[config.mk]
export PLATFORM = sky130hd
export DESIGN_NAME = regfile
export DESIGN_NICKNAME = d
export VERILOG_FILES = /design/src/rtl/regfile_pkg.sv /design/src/rtl/mux.sv /design/src/rtl/regfile.sv
export SDC_FILE = /design/constraint.sdc
export NUM_CORES = 2
export LEC_CHECK = 0
export BUFFER_PORTS_ARGS = -buffer_cell sky130_fd_sc_hd__buf_4
export CORE_MARGIN = 2
export CORE_UTILIZATION = 35
export CTS_CLUSTER_DIAMETER = 50
export DETAILED_ROUTE_END_ITERATION = 7
export GPL_TIMING_DRIVEN = 0
export SETUP_SLACK_MARGIN = 0.1
export SLEW_MARGIN = 10
export SYNTH_ARGS = -nofsm -noshare
export SYNTH_HDL_FRONTEND = slang
export SYNTH_SLANG_ARGS = --single-unit
[constraint.sdc]
create_clock -name clk -period 2.85 [get_ports clk]
set_clock_uncertainty 0.15 [all_clocks]
set_input_delay 0.4275 -clock clk [delete_from_list [all_inputs] [get_ports clk]]
set_output_delay 0.4275 -clock clk [all_outputs]
set_load 0.05 [all_outputs]
[src/rtl/regfile_pkg.sv]
// Shared sizing constants for the register file and its read-port muxes.
`timescale 1ns/1ps
package regfile_pkg;
    localparam int XLEN = 32;
    localparam int NREG = 32;
    localparam int AW   = $clog2(NREG);

    localparam logic [AW-1:0] REG_ZERO = '0;
endpackage

[src/rtl/mux.sv]
// Generic N:1 word multiplexer over a flat bus; word 0 sits in the LSBs.
`timescale 1ns/1ps
module mux #(
    parameter int W  = 32,
    parameter int N  = 32,
    parameter int SW = 5
) (
    input  logic [N*W-1:0] din,
    input  logic [SW-1:0]  sel,
    output logic [W-1:0]   dout
);
    assign dout = din[sel*W +: W];
endmodule

[src/rtl/regfile.sv]
// Two-read, one-write register file with hardwired-zero x0 and write-through bypass.
`timescale 1ns/1ps
module regfile #(
    parameter int XLEN = regfile_pkg::XLEN,
    parameter int NREG = regfile_pkg::NREG,
    parameter int AW   = regfile_pkg::AW
) (
    input  logic            clk,
    input  logic            rst_n,
    input  logic            we,
    input  logic [AW-1:0]   waddr,
    input  logic [XLEN-1:0] wdata,
    input  logic [AW-1:0]   raddr1,
    input  logic [AW-1:0]   raddr2,
    output logic [XLEN-1:0] rdata1,
    output logic [XLEN-1:0] rdata2
);
    import regfile_pkg::*;

    logic [XLEN-1:0]      regs [NREG-1:1];
    logic [NREG-1:1]      wen;
    logic [NREG*XLEN-1:0] flat;
    logic [XLEN-1:0]      mux_out1;
    logic [XLEN-1:0]      mux_out2;
    logic                 wr_live;

    // Index 0 has no enable bit at all, so x0 can never be written.
    always_comb begin
        wen = '0;
        for (int i = 1; i < NREG; i++) begin
            wen[i] = we && (waddr == AW'(i));
        end
    end

    // NOTE: the storage array is reset on purpose so every register reads 0 out of reset.
    always_ff @(posedge clk or negedge rst_n) begin
        if (!rst_n) begin
            for (int i = 1; i < NREG; i++) begin
                regs[i] <= '0;
            end
        end else begin
            for (int i = 1; i < NREG; i++) begin
                if (wen[i]) begin
                    regs[i] <= wdata;
                end
            end
        end
    end

    // NOTE: flat gets a full default before the loop so no bit can infer a latch.
    always_comb begin
        flat = '0;
        for (int i = 1; i < NREG; i++) begin
            flat[i*XLEN +: XLEN] = regs[i];
        end
    end

    mux #(.W(XLEN), .N(NREG), .SW(AW)) u_mux1 (
        .din  (flat),
        .sel  (raddr1),
        .dout (mux_out1)
    );

    mux #(.W(XLEN), .N(NREG), .SW(AW)) u_mux2 (
        .din  (flat),
        .sel  (raddr2),
        .dout (mux_out2)
    );

    // Bypass is qualified with rst_n so a write held during reset never leaks out.
    assign wr_live = rst_n && we && (waddr != REG_ZERO);

    assign rdata1 = (wr_live && (raddr1 == waddr)) ? wdata : mux_out1;
    assign rdata2 = (wr_live && (raddr2 == waddr)) ? wdata : mux_out2;
endmodule

==> impl_metrics.env <==
export IMPL_final_core_util=0.4465
export IMPL_ys_warnings_count=0
export IMPL_yosysSeqAreaShare=0.4638
export IMPL_hp_class="in2reg"
export IMPL_ff2ff_path_depth=2
export IMPL_layout_cells_non_filler=6168
export IMPL_path_max_fanout=10
export IMPL_vias=39020
export IMPL_finalHoldViolCount=0
export IMPL_core_sq_um=151900
export IMPL_r2r_end="flat[455]"
export IMPL_grt_util_all_layers=0.2862
export IMPL_fmax_mhz=290.1
export IMPL_rsz0062_at_grt="yes"
export IMPL_finalCritPeriodShare=1.209
export IMPL_synth_top_family_by_area="multiplexers"
export IMPL_place_inst=5804
export IMPL_dr_pass1_iters=7
export IMPL_start_util=0.3523
export IMPL_end_kind="output pin"
export IMPL_largest_reg_flops=992
export IMPL_synth_distinct_cells=41
export IMPL_postRouteWirelength_mm=225.8
export IMPL_ys_ff_latch=992
export IMPL_tightest_slew_ns=1.410
export IMPL_dp_hpwl_mm=147.1
export IMPL_drive_gt1_frac=0.6027
export IMPL_synth_cells=3663
export IMPL_grt_max_degree=160
export IMPL_rr_startpoint="flat[455]"
export IMPL_synthSimpleGateAreaFrac=0.02817
export IMPL_root_buffer="clkbuf_16"
export IMPL_cts_max_level=4
export IMPL_overflow=0
export IMPL_synth_xor_area_frac=0.001637
export IMPL_slew_headroom=0.06016
export IMPL_antenna_found_initial=11
export IMPL_violations="setup timing"
export IMPL_ant_nets=0
export IMPL_synth_adder_area_share=0
export IMPL_io_pin_count=114
export IMPL_rows=143
export IMPL_worst_setup_path_type="in2out"
export IMPL_fill_cells=13410
export IMPL_place_congestion=0.9741
export IMPL_arrival_ns=2.87
export IMPL_io_buffers=103
export IMPL_dieArea_sq_um=156100
export IMPL_cts_tree="built"
export IMPL_p_per_area_nw_per_um2=708.7
export IMPL_ir_worst_vdd_mv=0.4768
export IMPL_grt_pass1_wl_mm=312.0
export IMPL_synth_compound_area_frac=0.04204
export IMPL_reg2reg_setup_slack_ns=1.79
export IMPL_synth_area_sq_um=53520
export IMPL_maxCapViolCount=0
export IMPL_holdWs_ns=0.1409
export IMPL_synthMuxAreaShare=0.4298
export IMPL_finalSetupViolCount=64
export IMPL_worst_slack_ns=-0.5969
export IMPL_start_kind="input pin"
export IMPL_fp_dieH_microns=395.0
export IMPL_totalPowerFinal_mw=48.07
export IMPL_status="finished, violations left"
export IMPL_drc_errors=0
export IMPL_syn_avg_cell_area_sq_um=14.61
export IMPL_fin_crit_ns=3.447
export IMPL_cts_buffers=136
export IMPL_worstSetupEndpoint="rdata1[31]"
export IMPL_avgViaCountPerCell=6.327
export IMPL_first_iter_violations=4806
export IMPL_tns_ns=-19.20
export IMPL_die_w_microns=395.0
export IMPL_required_ns=2.27
export IMPL_grt_pass1_vias=39340
export IMPL_clock_latency_ns=0.79
export IMPL_syn_nets=3713
export IMPL_area_growth_syn_to_layout_pct=26.73
export IMPL_clock_path_buffers=3
export IMPL_stdcell_area_sq_um=67820
export IMPL_place_area_sq_um=58200
export IMPL_routedWlPerCell_microns=36.61
export IMPL_slew_viol_final=0
export IMPL_crit_path_start="raddr1[4]"
export IMPL_layout_nets=4083
export IMPL_cts_sinks=992
export IMPL_path_clk_slew_ns=0.06
export IMPL_dp_slack_ns=-2.465
export IMPL_power_leakage_nw=28.65
[logic make-up after synthesis]
kind of cell	after synthesis
AO/OA/AOI/OAI	309
buffers and inverters	411
multiplexers	1634
flip-flops	992
XOR/XNOR	10
AND/OR/NAND/NOR	307
[cell type report]
| type | instances | area, sq um | share of cell area |
|---|---|---|---|
| multi-input cells | 2260 | 29460 | 0.4344 |
| flip-flops and latches | 992 | 24820 | 0.3660 |
| clock buffers | 182 | 3901 | 0.05752 |
| plain buffers | 407 | 3487 | 0.05142 |
| repair buffers | 235 | 2900 | 0.04276 |
| well taps | 2030 | 2540 | 0.03745 |
| clock inverters | 56 | 693.2 | 0.01022 |
| diodes | 5 | 12.51 | 0.0001845 |
| inverters | 1 | 5.005 | 0.00007379 |
[power breakdown]
group	internal, mW	switching [mW]
sequential	16.9	2.04
clock	10.7	6.96
combinational	6.26	5.22
[synthesized netlist by cell type (all sizes together)]
master / number / area share
nand2b: 7 / 0.00082
a31oi: 14 / 0.0016
o22ai: 94 / 0.011
mux4: 420 / 0.18
a211o: 1 / 0.00016
a211oi: 31 / 0.0043
xnor2: 6 / 0.00098
clkinv: 1 / 0.000070
nand3b: 1 / 0.00014
o311ai: 1 / 0.00049
mux2: 1111 / 0.23
nand2: 61 / 0.0043
or2: 5 / 0.00068
nand3: 12 / 0.0011
o2111ai: 7 / 0.0011
o221ai: 1 / 0.00016
a221oi: 95 / 0.016
buf: 186 / 0.019
nor2b: 24 / 0.0028
clkbuf: 224 / 0.016
nor4: 2 / 0.00079
xor2: 4 / 0.00065
or4: 1 / 0.00014
and2: 1 / 0.00012
nand4: 3 / 0.00035
mux2i: 103 / 0.019
a21oi: 9 / 0.00084
o31ai: 7 / 0.00098
o211a: 7 / 0.0013
nor2: 71 / 0.0050
nor3: 84 / 0.0079
or3: 35 / 0.0041
a2111oi: 7 / 0.0011
dfrtp: 992 / 0.46
o21ai: 35 / 0.0033
[how the worst min path moves through the flow]
| stage | slack [ns] | to | cells past startpoint | start |
|---|---|---|---|---|
| final | 0.14 | flat[768] | 3 | we |
| after global routing | 0.14 | flat[799] | 3 | we |
| after CTS | 0.08 | flat[32] | 4 | waddr[3] |
| after detailed placement | 0.28 | flat[162] | 1 | rst_n |
| after global placement | 0.33 | flat[486] | 1 | flat[486] |
| after floorplan | -0.02 | flat[1000] | 0 | rst_n |
[layer usage]
| layer | GRT usage | wire (microns) | vias up |
|---|---|---|---|
| met2 | 0.4163 | 97710 | 2344 |
| met5 | 0.01447 | 468 | - |
| met3 | 0.1080 | 25640 | 704 |
| met1 | 0.3636 | 87000 | 20930 |
| met4 | 0.1634 | 14970 | 14 |
| li1 | - | - | 15030 |
[timing repair]
item | 4_1_cts | 5_1_grt
hold endpoints to repair | 708 | 0
gates resized for setup | 778 | 106
hold buffers | 44 | 0
setup endpoints to repair | 64 | 64
pin swaps | 104 | 61
cloned | 13 | 1
setup buffers | 60 | 12
[cell usage in the layout, fill, tap and decap left out, types with 42 or more instances in the layout]
cell,count
mux2_2,1056
dfrtp_1,992
mux4_2,420
clkbuf_16,150
clkbuf_1,131
buf_4,113
mux2i_1,102
buf_6,101
nor2_1,66
o22ai_1,63
nand2_1,61
buf_2,61
clkbuf_8,60
buf_12,47
nor3_4,42
[worst max-delay path: stages]
cell and delay [ns]:
buf_4 0.14, clkbuf_2 0.37, clkinv_2 0.36, clkbuf_2 0.68
o21ai_0 0.31, o21ai_4 0.36, buf_6 0.21
Note: power is estimated with default switching activity, not from simulation.
